`src/rtl/snn_spike_count_decoder.sv`:
```
// ---------------------------------------------------------------------------
// snn_spike_count_decoder
//
// Rate-code readout for the output layer of the SNN core. Over a programmable
// window it counts spikes per output neuron in saturating counters. It then
// scans the counters one neuron per cycle to find the most active neuron
// (argmax) and presents the result on a valid/ready interface.
//
// Optional feature (compile-time macro): SNN_DECODE_EARLY_EXIT_EN
//   When defined, the window ends early in the cycle that any counter
//   reaches EXIT_THRESH, including that cycle's increment.
//   When undefined, the window always runs the full win_len cycles.
//
// Parameters
//   N_OUT        number of output neurons / classes
//   CNT_W        width of each saturating spike counter
//   WIN_W        width of the window-length input
//   EXIT_THRESH  early-exit spike count (only with the macro above)
//   CLS_W        width of class_id (derived)
//
// Ports
//   clk        system clock
//   rst_n      asynchronous active-low reset
//   start      begin a decode window (accepted only in IDLE with win_len!=0)
//   win_len    window length in cycles, sampled on the accepted start
//   spike_out  output-layer spikes, bit i = neuron i (sampled only in COUNT)
//   busy       high from accepted start until the result handshake completes
//   res_valid  result available
//   res_ready  consumer accepts result
//   class_id   index of the neuron with the highest count (lowest index on tie)
//   tie        another neuron's count equals the maximum
//   counts     flat counters, neuron i at [i*CNT_W +: CNT_W]
//   state_dbg  current FSM state (0 IDLE, 1 COUNT, 2 ARGMAX, 3 DONE)
//
// Result handshake: res_valid rises in DONE and stays high, with class_id,
// tie and counts frozen, until a clock edge where res_valid && res_ready.
// That edge completes the transfer: the block returns to IDLE and both
// res_valid and busy are low from the next cycle. res_valid never depends
// combinationally on res_ready.
// ---------------------------------------------------------------------------
module snn_spike_count_decoder #(
  parameter int N_OUT       = 2,
  parameter int CNT_W       = 8,
  parameter int WIN_W       = 16,
  parameter int EXIT_THRESH = 8,
  parameter int CLS_W       = (N_OUT > 1) ? $clog2(N_OUT) : 1
) (
  input  logic                   clk,
  input  logic                   rst_n,
  input  logic                   start,
  input  logic [WIN_W-1:0]       win_len,
  input  logic [N_OUT-1:0]       spike_out,
  output logic                   busy,
  output logic                   res_valid,
  input  logic                   res_ready,
  output logic [CLS_W-1:0]       class_id,
  output logic                   tie,
  output logic [N_OUT*CNT_W-1:0] counts,
  output logic [1:0]             state_dbg
);

`ifdef SNN_DECODE_EARLY_EXIT_EN
  localparam bit EARLY_EXIT = 1'b1;
`else
  localparam bit EARLY_EXIT = 1'b0;
`endif

  typedef enum logic [1:0] {
    IDLE   = 2'd0,
    COUNT  = 2'd1,
    ARGMAX = 2'd2,
    DONE   = 2'd3
  } state_t;

  state_t           state_q, state_d;
  logic [WIN_W-1:0] win_q;
  logic [CNT_W-1:0] cnt_q   [N_OUT];
  logic [CNT_W-1:0] cnt_inc [N_OUT];
  logic [CNT_W-1:0] max_q;
  logic [CLS_W-1:0] scan_q;
  logic [CLS_W-1:0] class_q;
  logic             tie_q;

  logic start_ok;
  logic thresh_hit;
  logic last_sample;
  logic scan_last;

  assign start_ok  = (state_q == IDLE) && start && (win_len != '0);
  assign scan_last = (scan_q == CLS_W'(N_OUT - 1));

  // Saturating increment: a counter at all-ones holds its value.
  always_comb begin
    for (int i = 0; i < N_OUT; i++) begin
      cnt_inc[i] = cnt_q[i];
      if (spike_out[i] && (cnt_q[i] != '1)) begin
        cnt_inc[i] = cnt_q[i] + CNT_W'(1);
      end
    end
  end

  // Threshold is checked on the post-increment value so the window closes
  // in the same cycle the threshold is reached.
  always_comb begin
    thresh_hit = 1'b0;
    for (int i = 0; i < N_OUT; i++) begin
      if (EARLY_EXIT && (int'(cnt_inc[i]) >= EXIT_THRESH)) begin
        thresh_hit = 1'b1;
      end
    end
  end

  assign last_sample = (win_q == WIN_W'(1)) || thresh_hit;

  // Next-state logic
  always_comb begin
    state_d = state_q;
    case (state_q)
      IDLE:    if (start_ok)    state_d = COUNT;
      COUNT:   if (last_sample) state_d = ARGMAX;
      ARGMAX:  if (scan_last)   state_d = DONE;
      DONE:    if (res_ready)   state_d = IDLE;
      default:                  state_d = IDLE;
    endcase
  end

  always_ff @(posedge clk or negedge rst_n) begin
    if (!rst_n) begin
      state_q <= IDLE;
      win_q   <= '0;
      max_q   <= '0;
      scan_q  <= '0;
      class_q <= '0;
      tie_q   <= 1'b0;
      for (int i = 0; i < N_OUT; i++) cnt_q[i] <= '0;
    end else begin
      state_q <= state_d;
      case (state_q)
        IDLE: begin
          if (start_ok) begin
            win_q   <= win_len;
            max_q   <= '0;
            scan_q  <= '0;
            class_q <= '0;
            tie_q   <= 1'b0;
            for (int i = 0; i < N_OUT; i++) cnt_q[i] <= '0;
          end
        end
        COUNT: begin
          for (int i = 0; i < N_OUT; i++) cnt_q[i] <= cnt_inc[i];
          // Early exit can leave the window counter non-zero; clear it so
          // it always reads 0 outside COUNT.
          win_q <= last_sample ? '0 : (win_q - WIN_W'(1));
        end
        ARGMAX: begin
          // Strictly-greater compare keeps the lowest index on ties; a new
          // strict maximum invalidates any earlier tie.
          if (scan_q == '0) begin
            max_q   <= cnt_q[0];
            class_q <= '0;
            tie_q   <= 1'b0;
          end else if (cnt_q[scan_q] > max_q) begin
            max_q   <= cnt_q[scan_q];
            class_q <= scan_q;
            tie_q   <= 1'b0;
          end else if (cnt_q[scan_q] == max_q) begin
            tie_q   <= 1'b1;
          end
          if (!scan_last) scan_q <= scan_q + CLS_W'(1);
        end
        default: ;
      endcase
    end
  end

  for (genvar g = 0; g < N_OUT; g++) begin : g_counts
    assign counts[g*CNT_W +: CNT_W] = cnt_q[g];
  end

  assign busy      = (state_q != IDLE);
  assign res_valid = (state_q == DONE);
  assign class_id  = class_q;
  assign tie       = tie_q;
  assign state_dbg = state_q;

endmodule

```
`config.mk`:
```
export PLATFORM = sky130hd
export DESIGN_NAME = snn_spike_count_decoder
export DESIGN_NICKNAME = d
export VERILOG_FILES = /design/src/rtl/snn_spike_count_decoder.sv
export SDC_FILE = /design/constraint.sdc
export NUM_CORES = 1
export LEC_CHECK = 0
export ABC_AREA = 1
export BUFFER_PORTS_ARGS = -buffer_cell sky130_fd_sc_hd__buf_2
export CAP_MARGIN = 10
export CORE_ASPECT_RATIO = 0.9
export CORE_UTILIZATION = 34
export CTS_CLUSTER_SIZE = 12
export DETAILED_ROUTE_END_ITERATION = 10
export GPL_TIMING_DRIVEN = 0
export SLEW_MARGIN = 10
export SYNTH_ARGS = -nofsm -noshare
export SYNTH_HDL_FRONTEND = slang
export SYNTH_SLANG_ARGS = --single-unit
```
`constraint.sdc`:
```
create_clock -name clk -period 3.58 [get_ports clk]
set_input_delay 0.716 -clock clk [delete_from_list [all_inputs] [get_ports clk]]
set_output_delay 0.716 -clock clk [all_outputs]
set_load 0.01 [all_outputs]
```
==> flow_metrics.env <==
export IMPL_min_period_over_period_pct=67.6
export IMPL_initial_utilization_pct=35.3
export IMPL_post_route_drc_count=0
export IMPL_drtAntennaViolNets=0
export IMPL_clk_latency_ns=0.30
export IMPL_globalRouteOverflowTotal=0
export IMPL_number_of_global_route_vias_before_repair=3009
export IMPL_layout_cells_non_filler=645
export IMPL_post_dp_cell_area_um2=3610
export IMPL_cts_root_buffer_cell="sky130_fd_sc_hd__clkbuf_8"
export IMPL_crit_reg2reg_capture="class_id"
export IMPL_synth_distinct_cells=34
export IMPL_power_density_nw_per_um2=786
export IMPL_max_freq_mhz=413
export IMPL_hpwl_mm=6.18
export IMPL_post_synthesis_area_per_instance_um2=6.88
export IMPL_cp_slowest_cell="sky130_fd_sc_hd__dfrtp_1"
export IMPL_yosysWarnings=0
export IMPL_critPathLaunch="scan_last"
export IMPL_setup_viol=0
export IMPL_detailroute_via_count=3106
export IMPL_count_of_clock_tree_sinks=45
export IMPL_worstSetupEndpoint="class_id"
export IMPL_antenna_cells=0
export IMPL_skew_ns=0.00896
export IMPL_worstPathArrival_ns=2.62
export IMPL_max_cap_viols=0
export IMPL_yosys_most_used_dff="sky130_fd_sc_hd__dfrtp_1"
export IMPL_regToRegStartpoint="scan_last"
export IMPL_postSynthRegisterBits=45
export IMPL_cts_repair_timing_setup_buffer_count=0
export IMPL_routed_wl_mm=8.24
export IMPL_die_height_um=94.7
export IMPL_post_drt_via_cell_ratio=4.82
export IMPL_crit_path_max_incr_delay_ns=0.45
export IMPL_fin_crit_ns=2.42
export IMPL_first_pass_grt_wire_length_mm=14.3
export IMPL_clk_pin_slew_ns=0.10
export IMPL_grt_start_max_net_pins=46
export IMPL_grt_use_total_pct=18.2
export IMPL_hold_viol_final=0
export IMPL_rrSetupSlack_ns=1.16
export IMPL_synth_edf_count=0
export IMPL_placed_cells=637
export IMPL_coreArea_um2=9210
export IMPL_layout_nets=561
export IMPL_final_util_pct=40.3
export IMPL_layout_cells_most_common="sky130_fd_sc_hd__nand2_1"
export IMPL_timing_max_slew_rel_slack_pct=29.9
export IMPL_cellLeakagePower_nw=1.96
export IMPL_first_iter_violations=158
export IMPL_synth_async_reset_ratio_pct=100
export IMPL_run_status="completed"
export IMPL_critical_path_most_common_cell="sky130_fd_sc_hd__nand2_1"
export IMPL_tritoncts_num_buffers=5
export IMPL_row_count=33
export IMPL_tritoncts_clock_tree="yes"
export IMPL_yosysSeqAreaShare_pct=34.7
export IMPL_total_negative_setup_slacks_ns=0
export IMPL_area_growth_synth_to_final_pct=14.3
export IMPL_clockBufferDepth=2
export IMPL_holdCritPathClass="reg2reg"
export IMPL_cell_count_after_synthesis=472
export IMPL_end_kind="flop"
export IMPL_startpoint_type="flop"
export IMPL_ir_drop_v=0.000378
export IMPL_io_pin_count=44
export IMPL_postSynthNetCount=511
export IMPL_crit_path_max_fanout=10
export IMPL_hold_buffers=0
export IMPL_number_of_levels_in_the_clock_h_tree=2
export IMPL_worstPathRequired_ns=3.78
export IMPL_wl_per_cell_um=12.8
export IMPL_tightest_slew_ns=1.05
export IMPL_placement_io_buffers=43
export IMPL_post_synth_design_cell_area_um2=3250
export IMPL_resize_count_post_cts=0
export IMPL_first_pass_iters=4
export IMPL_timing_final_max_slew_violations=0
export IMPL_grt_antenna_before_repair=0
export IMPL_crit_type="reg2reg"
export IMPL_cp_cell_sequence="clkbuf_1, nand2_1, o21ai_0, inv_1, ha_1, nand2_1, nor2_1, nand2_1, nand2_1, nand2_1, nand2_2, nand2_2, nand2_1, nand2_1"
export IMPL_final_cell_area_um2=3710
export IMPL_die_width_um=105
export IMPL_finalWeightedCongestion=0.938
export IMPL_fraction_of_layout_instances_using_a_drive_strength_above_1_pct=18.9
export IMPL_die_area_um2=9940
export IMPL_most_common_layout_cells="sky130_fd_sc_hd__nand2_1 (149), sky130_fd_sc_hd__inv_1 (51), sky130_fd_sc_hd__buf_2 (47), sky130_fd_sc_hd__nor2_1 (47), sky130_fd_sc_hd__dfrtp_1 (45)"
export IMPL_grt_setup_unrepaired="no"
export IMPL_r2r_cells=14
-- how the worst min path moves through the flow --
stage / start / end / slack (ns) / cells past startpoint
after floorplan: rst_n / class_id / 0.42 / 0
after detailed placement: max_q[4] / max_q[4] / 0.46 / 2
after CTS: max_q[4] / max_q[4] / 0.48 / 2
after global routing: max_q[4] / max_q[4] / 0.50 / 2
final: max_q[4] / max_q[4] / 0.48 / 2
after global placement: class_id / class_id / 0.45 / 2
-- cells in the mapped netlist (2+ instances only) --
master	n	share of area, %
sky130_fd_sc_hd__a21oi_1	12	1.8
sky130_fd_sc_hd__buf_2	4	0.62
sky130_fd_sc_hd__buf_6	3	1.0
sky130_fd_sc_hd__clkbuf_1	2	0.23
sky130_fd_sc_hd__dfrtp_1	45	35
sky130_fd_sc_hd__ha_1	17	6.6
sky130_fd_sc_hd__inv_1	51	5.9
sky130_fd_sc_hd__inv_2	3	0.35
sky130_fd_sc_hd__nand2_1	149	17
sky130_fd_sc_hd__nand2_2	11	2.1
sky130_fd_sc_hd__nand2_4	4	1.4
sky130_fd_sc_hd__nand3_1	43	6.6
sky130_fd_sc_hd__nand3_2	2	0.62
sky130_fd_sc_hd__nand3b_1	2	0.46
sky130_fd_sc_hd__nand4_1	5	0.96
sky130_fd_sc_hd__nor2_1	47	5.4
sky130_fd_sc_hd__nor2_2	5	0.96
sky130_fd_sc_hd__nor2_4	2	0.69
sky130_fd_sc_hd__o21ai_0	27	4.2
sky130_fd_sc_hd__o21ai_1	8	1.2
sky130_fd_sc_hd__o21ai_2	3	0.81
sky130_fd_sc_hd__o22ai_1	2	0.39
sky130_fd_sc_hd__or2_2	8	1.5
sky130_fd_sc_hd__xor2_1	7	1.9
-- metrics by stage --
step                setup WS (ns)  power (mW)  hold slack, ns
finish                       1.16        2.92           0.478
global route                0.843        3.23           0.504
CTS                          1.16        2.93           0.481
detailed placement           1.18        2.57           0.459
global placement             1.21        2.53           0.454
floorplan                    1.62        2.12           0.420
-- kinds of logic after synthesis --
group / Yosys count / share of synthesized area [%]
compound gates: 55 / 9.17
xor+xnor: 8 / 2.16
fa+ha+maj: 17 / 6.55
buf+inv: 67 / 9.06
flops: 45 / 34.7
simple gates: 280 / 38.4
-- cell type report --
class	instances	area [µm²]
Inverter	55	206
Fill cell	1001	5500
Timing Repair Buffer	43	215
Clock buffer	6	82.6
Sequential cell	45	1130
Buffer	12	87.6
Tap cell	122	153
Clock inverter	2	13.8
Multi-Input combinational cell	360	1830
-- registers in the layout (all words and copies together) (netlist names) --
name / cells
tie: 1
class_id: 1
state_dbg: 2
counts: 16
win_q: 16
max_q: 8
scan_last: 1
-- power breakdown --
group | leakage, nW | switching, mW | internal [mW] | total (mW)
Clock | 0.0512 | 0.190 | 0.157 | 0.347
Combinational | 1.32 | 1.11 | 0.609 | 1.72
Sequential | 0.591 | 0.173 | 0.678 | 0.850
-- routing by layer --
layer	up-vias	global-route usage, %	share of wire (%)
met5	-	0	0
met3	2	2.55	4.2
met1	1445	23.5	49
li1	1587	-	-
met4	0	4.69	0.46
met2	72	32.0	47
-- worst max-delay path: cells and delay by family, from the launching register on --
| kind | cells | cell delay, ns |
|---|---|---|
| DFF | 1 | 0.45 |
| adders and majority gates | 1 | 0.30 |
| buffers and inverters | 2 | 0.39 |
| and+or+nand+nor | 10 | 1.03 |
| AOI/OAI and AO/OA | 1 | 0.15 |
Note: power is estimated with default switching activity, not from simulation.
